[src/rtl/i2c_cmd_queue.sv]
// ---------------------------------------------------------------------------
// i2c_cmd_queue
//
// This is the upstream command stage for the i2c master. It buffers
// {addr, data, rw} transactions in a small FIFO. It issues them to the master
// one at a time, so software and fabric can push commands without knowing
// anything about bus timing.
//
// Optional feature: define I2C_CMDQ_TIMEOUT_EN to enable a watchdog. The
// watchdog aborts a transaction after TIMEOUT cycles in WAIT_ACC or
// WAIT_DONE. With the macro undefined, the FSM waits indefinitely and the
// timeout output is tied 0.
//
// Parameters
//   DEPTH         FIFO entries (power of 2, 2..16)
//   AW            log2(DEPTH); cmd_count is AW+1 bits wide
//   START_CYCLES  cycles i2c_start is held per transaction (1..15)
//   TIMEOUT       watchdog limit in cycles (used only with the macro)
//
// Ports
//   clk, rst        rising-edge clock, synchronous active-high reset
//   cmd_push        write {cmd_addr, cmd_data, cmd_rw} into the FIFO
//   cmd_full        FIFO holds DEPTH entries
//   cmd_count       queued entries, excluding the in-flight command
//   cmd_ovf         1-cycle pulse: a push was dropped because FIFO was full
//   i2c_ready       master idle (high) / busy (low)
//   i2c_start       start request to the master
//   i2c_addr/data/rw  command presented to the master; changes only on pop
//   busy            FSM not in IDLE
//   done            1-cycle pulse: the master returned ready
//   timeout         1-cycle pulse: watchdog abort
// ---------------------------------------------------------------------------
module i2c_cmd_queue #(
  parameter int DEPTH        = 4,
  parameter int AW           = 2,
  parameter int START_CYCLES = 4,
  parameter int TIMEOUT      = 1024
) (
  input  logic        clk,
  input  logic        rst,
  input  logic        cmd_push,
  input  logic [6:0]  cmd_addr,
  input  logic [7:0]  cmd_data,
  input  logic        cmd_rw,
  output logic        cmd_full,
  output logic [AW:0] cmd_count,
  output logic        cmd_ovf,
  input  logic        i2c_ready,
  output logic        i2c_start,
  output logic [6:0]  i2c_addr,
  output logic [7:0]  i2c_data,
  output logic        i2c_rw,
  output logic        busy,
  output logic        done,
  output logic        timeout
);

  if ((DEPTH != (1 << AW)) || (DEPTH < 2) || (DEPTH > 16) ||
      (START_CYCLES < 1) || (START_CYCLES > 15) || (TIMEOUT < 1)) begin : g_param_check
    $error("i2c_cmd_queue: illegal parameter combination");
  end

  localparam logic [AW:0] LP_FULL_CNT  = (AW+1)'(DEPTH);
  localparam logic [3:0]  LP_START_END = 4'(START_CYCLES - 1);

  typedef enum logic [1:0] {
    S_IDLE      = 2'd0,
    S_ISSUE     = 2'd1,
    S_WAIT_ACC  = 2'd2,
    S_WAIT_DONE = 2'd3
  } state_t;

  state_t         r_state;
  state_t         w_next;

  logic [15:0]    r_mem [DEPTH];
  logic [AW-1:0]  r_wptr;
  logic [AW-1:0]  r_rptr;
  logic [AW:0]    r_count;
  logic           r_ovf;
  logic [6:0]     r_addr;
  logic [7:0]     r_data;
  logic           r_rw;
  logic [3:0]     r_scnt;
  logic           r_fell;

  logic           w_full;
  logic           w_push_ok;
  logic           w_pop;
  logic [15:0]    w_head;
  logic           w_tmo_hit;

  // Full is judged on the registered count, so a push into a full FIFO is
  // dropped even when a pop happens in the same cycle.
  assign w_full    = (r_count == LP_FULL_CNT);
  assign w_push_ok = cmd_push && !w_full;
  assign w_pop     = (r_state == S_IDLE) && (r_count != '0) && i2c_ready;
  assign w_head    = r_mem[r_rptr];

  // FIFO storage: data only, no reset needed
  always_ff @(posedge clk) begin
    if (w_push_ok) begin
      r_mem[r_wptr] <= {cmd_addr, cmd_data, cmd_rw};
    end
  end

  // FIFO control: pointers wrap naturally at DEPTH = 2**AW
  always_ff @(posedge clk) begin
    if (rst) begin
      r_wptr  <= '0;
      r_rptr  <= '0;
      r_count <= '0;
      r_ovf   <= 1'b0;
    end else begin
      r_ovf <= cmd_push && w_full;
      if (w_push_ok) begin
        r_wptr <= r_wptr + 1'b1;
      end
      if (w_pop) begin
        r_rptr <= r_rptr + 1'b1;
      end
      case ({w_push_ok, w_pop})
        2'b10:   r_count <= r_count + 1'b1;
        2'b01:   r_count <= r_count - 1'b1;
        default: r_count <= r_count;
      endcase
    end
  end

  // Command registers toward the master: load on pop, hold otherwise
  always_ff @(posedge clk) begin
    if (rst) begin
      r_addr <= '0;
      r_data <= '0;
      r_rw   <= 1'b0;
    end else if (w_pop) begin
      r_addr <= w_head[15:9];
      r_data <= w_head[8:1];
      r_rw   <= w_head[0];
    end
  end

  // ISSUE phase: start-length counter and a sticky flag that remembers the
  // master going busy while i2c_start is still held.
  always_ff @(posedge clk) begin
    if (rst || (r_state != S_ISSUE)) begin
      r_scnt <= '0;
      r_fell <= 1'b0;
    end else begin
      r_scnt <= r_scnt + 1'b1;
      if (!i2c_ready) begin
        r_fell <= 1'b1;
      end
    end
  end

`ifdef I2C_CMDQ_TIMEOUT_EN
  localparam int TW = $clog2(TIMEOUT + 1);
  localparam logic [TW-1:0] LP_TMO = TW'(TIMEOUT);

  logic [TW-1:0] r_tcnt;

  // Watchdog counts cycles spent in the current wait state; it restarts
  // from zero on every state change.
  always_ff @(posedge clk) begin
    if (rst || (r_state != w_next) ||
        !((r_state == S_WAIT_ACC) || (r_state == S_WAIT_DONE))) begin
      r_tcnt <= '0;
    end else begin
      r_tcnt <= r_tcnt + 1'b1;
    end
  end

  assign w_tmo_hit = (r_tcnt == LP_TMO);
`else
  assign w_tmo_hit = 1'b0;
`endif

  // FSM state register
  always_ff @(posedge clk) begin
    if (rst) begin
      r_state <= S_IDLE;
    end else begin
      r_state <= w_next;
    end
  end

  // FSM next-state logic
  always_comb begin
    w_next = r_state;
    case (r_state)
      S_IDLE: begin
        if (w_pop) begin
          w_next = S_ISSUE;
        end
      end
      S_ISSUE: begin
        // If the master already went busy during start, skip WAIT_ACC.
        if (r_scnt == LP_START_END) begin
          w_next = (r_fell || !i2c_ready) ? S_WAIT_DONE : S_WAIT_ACC;
        end
      end
      S_WAIT_ACC: begin
        if (!i2c_ready) begin
          w_next = S_WAIT_DONE;
        end else if (w_tmo_hit) begin
          w_next = S_IDLE;
        end
      end
      S_WAIT_DONE: begin
        if (i2c_ready) begin
          w_next = S_IDLE;
        end else if (w_tmo_hit) begin
          w_next = S_IDLE;
        end
      end
      default: w_next = S_IDLE;
    endcase
  end

  // FSM outputs
  always_comb begin
    i2c_start = 1'b0;
    busy      = 1'b1;
    done      = 1'b0;
    timeout   = 1'b0;
    case (r_state)
      S_IDLE:      busy = 1'b0;
      S_ISSUE:     i2c_start = 1'b1;
      S_WAIT_ACC:  timeout = i2c_ready && w_tmo_hit;
      S_WAIT_DONE: begin
        done    = i2c_ready;
        timeout = !i2c_ready && w_tmo_hit;
      end
      default:     busy = 1'b0;
    endcase
  end

  assign cmd_full  = w_full;
  assign cmd_count = r_count;
  assign cmd_ovf   = r_ovf;
  assign i2c_addr  = r_addr;
  assign i2c_data  = r_data;
  assign i2c_rw    = r_rw;

endmodule
[config.mk]
export PLATFORM = sky130hd
export DESIGN_NAME = i2c_cmd_queue
export DESIGN_NICKNAME = d
export VERILOG_FILES = /design/src/rtl/i2c_cmd_queue.sv
export SDC_FILE = /design/constraint.sdc
export NUM_CORES = 1
export LEC_CHECK = 0
export CORE_MARGIN = 1
export CORE_UTILIZATION = 44
export DETAILED_ROUTE_END_ITERATION = 6
export DONT_BUFFER_PORTS = 1
export MAX_ROUTING_LAYER = met4
export PLACE_DENSITY = 0.71
export SLEW_MARGIN = 20
export SYNTH_ARGS = -nofsm -noshare
export SYNTH_HDL_FRONTEND = slang
export SYNTH_SLANG_ARGS = --single-unit
[constraint.sdc]
create_clock -name clk -period 3.46 [get_ports clk]
set_input_delay 1.038 -clock clk [delete_from_list [all_inputs] [get_ports clk]]
set_output_delay 1.038 -clock clk [all_outputs]
set_load 0.02 [all_outputs]
==> results by group <==
CTS
  – Root Buffer: clkbuf_8
  – Post-CTS sizing: 0
  – Sinks on Clock Net: 95
  – Hold buffers post-CTS: 0
  – Clk buf depth: 2
  – H-tree levels: 3
  – Worst skew pair latency: 350 ps
  – Postcts setup bufs: 0
  – Reg clk slew, reported paths: 90 ps
  – TritonCTS clock tree: done
  – CTS Buf Count: 9

Synth
  – Yosys warns: 0
  – Asr flop ratio synth: 0%
  – Sequential area share after synthesis: 68.7%
  – Synth Register Bits: 95
  – Post-synth top area cell: edfxtp_1
  – Syn_nets: 275
  – Area fraction of the dominant cell type after synthesis: 51.9%
  – Post-synth top flop: edfxtp_1
  – Cell Area, Synth: 3700 sq um
  – Mapped Cells: 243
  – Post-synth EDFFs: 64
  – Top cells by area, synth: edfxtp_1 (52%), dfxtp_1 (17%), mux4_2 (9.7%)
  – Synth Area per Inst: 15.2 sq um
  – Synth cell types: 34

Placed design
  – Dpl hpwl: 3600 microns
  – I/O Buffers: 0
  – RD Place Congestion: 0.756
  – DP Worst Slack: 520 ps

Layout
  – Share of cells above drive strength 1: 15.2%
  – Layout area overhead: 7.44%
  – Commonest non-fill, non-tap cell in the layout: edfxtp_1
  – Antenna cells: 0
  – Final nets: 277
  – Most frequent cells in the layout: edfxtp_1 (64), nand2_1 (35), dfxtp_1 (31)

Worst hold path
  – Hold Path Origin: r_scnt[0]
  – Hold Path Cell Cnt: 1
  – Worst-case hold path end point: r_scnt[0]
  – Hold crit path type: flop to flop

Routing
  – ANT nets after route: 0
  – Remaining DRCs: 0
  – WL/cell: 16.4 microns
  – Drt initial violations: 76
  – First-pass DRT Iterations: 4
  – Final WL: 5840 microns
  – Via density: 5.11
  – Via count: 1813

GRT
  – Overflow after GRT: 0
  – GRT Util Overall: 15.1%
  – Vias in the first global route: 1816
  – First-pass GRT wire length: 9200 microns
  – Initial antenna violation count: 0
  – Largest net degree at the start of global routing: 28

Worst setup path
  – Reg2reg setup slack: 780 ps
  – Crit path kind: flop to flop
  – CP startpoint kind: flop
  – Cells on worst reg2reg path: 11
  – Crit path capture type: flop
  – Max FO, Critical Path: 19
  – Crit Reg-Reg Startpoint: r_state[0]
  – RR Endpoint: cmd_count[2]
  – Critical path arrival: 2970 ps
  – CP required: 3750 ps

Die
  – Row cnt: 33
  – Die ar.: 8780 sq um
  – Die Y: 93.7 microns
  – Initial core utilization: 45.3%
  – IO Pins: 45
  – Core Area: 8180 sq um
  – Die width: 93.7 microns

STA
  – TNS Setup: 0 ps
  – Period minus WS final: 2680 ps
  – Fin crit share: 77.5%
  – Slew @ Worst Pin: 928 ps
  – Final setup vio count: 0
  – Final WS setup: 777 ps
  – Max-slew violation count: 0
  – Fmax: 373 MHz
  – RSZ-0062 raised after global routing: false
  – Slew headroom: 38.2%
  – Final Hold Viols: 0
  – Setup Skew: 10.6 ps

Power and ir drop
  – Leakage: 1.33 nW
  – PwrDens: 738 nW/um^2
  – Max VDD drop: 0.352 mV

Run
  – Max cap viols: 0

Outcome
  – Outcome: complete, no violations
power breakdown:
| group | switching, mW | internal (mW) |
|---|---|---|
| clock network | 0.362 | 0.358 |
| registers | 0.174 | 1.38 |
| logic | 0.365 | 0.296 |
| total | 0.901 | 2.03 |
final cells by class:
class / instances / area (sq um)
Timing Repair Buffer: 2 / 15.0
Tap cell: 105 / 131
Clock inverter: 4 / 55.1
Multi-Input combinational cell: 125 / 1040
Sequential cell: 95 / 2540
Inverter: 12 / 47.5
Fill cell: 712 / 4200
Clock buffer: 12 / 145
synth_stat cells (2+ instances only):
master	instances
a21oi_1	20
dfxtp_1	31
mux4_2	16
nand2b_1	2
nor2_1	12
ha_1	11
xor2_1	4
and3_1	4
clkbuf_1	2
buf_2	3
and2_1	2
inv_1	10
edfxtp_1	64
nand2_1	35
xnor2_1	3
nand3_1	2
buf_4	5
cells by family after synthesis:
| family | count (synthesis) | synth area share (%) |
|---|---|---|
| flops | 95 | 68.7 |
| simple gates | 63 | 7.64 |
| compound gates | 24 | 4.12 |
| buf+inv | 23 | 3.21 |
| mux | 18 | 10.3 |
| fa+ha+maj | 12 | 4.26 |
| xor+xnor | 7 | 1.66 |
| other cells | 1 | 0.101 |
sequential cells by signal, summed over array words and instances (netlist names):
register,flops
r_scnt,4
r_state,2
r_rptr,2
r_fell,1
i2c_rw,1
cmd_count,3
cmd_ovf,1
i2c_data,8
r_wptr,2
r_mem,64
i2c_addr,7
routing by layer:
layer  GRT usage, %  share of wire [%]
met1           16.7                 41
met2           24.8                 51
met3           5.50                7.0
met4           6.15                1.2
met5              -                  0
per-stage QoR:
| stage | utilization (%) | hold slack (ps) | std cells | cell area (sq um) | power [mW] |
|---|---|---|---|---|---|
| 2_1_floorplan | - | 418 | 243 | 3700 | 2.14 |
| 3_3_place_gp | 46.2 | 430 | 339 | 3780 | 2.24 |
| 3_5_place_dp | 46.2 | 439 | 339 | 3780 | 2.26 |
| 4_1_cts | 48.6 | 458 | 355 | 3980 | 2.98 |
| 5_1_grt | 48.6 | 481 | 355 | 3980 | 3.10 |
| 6_report | 48.6 | 453 | 355 | 3980 | 2.94 |
worst max path at each step:
stage,startpoint,endpoint,slack [ps],cells past startpoint
floorplan,i2c_ready,cmd_count[2],520,11
global placement,i2c_ready,cmd_count[2],570,9
detailed placement,i2c_ready,cmd_count[2],520,9
CTS,r_state[0],cmd_count[2],740,11
global route,r_state[0],cmd_count[2],570,11
finish,r_state[0],cmd_count[2],780,11
worst max-delay path: stages (launching register included):
cell and delay [ps]:
dfxtp_1 360, inv_1 130, ha_1 240, inv_1 140, or2_1 300, inv_4 200
ha_1 220, inv_1 60, fa_1 370, xor2_1 150, or3_1 300, a21oi_1 140
No activity file was read; power rests on OpenSTA's default activity.
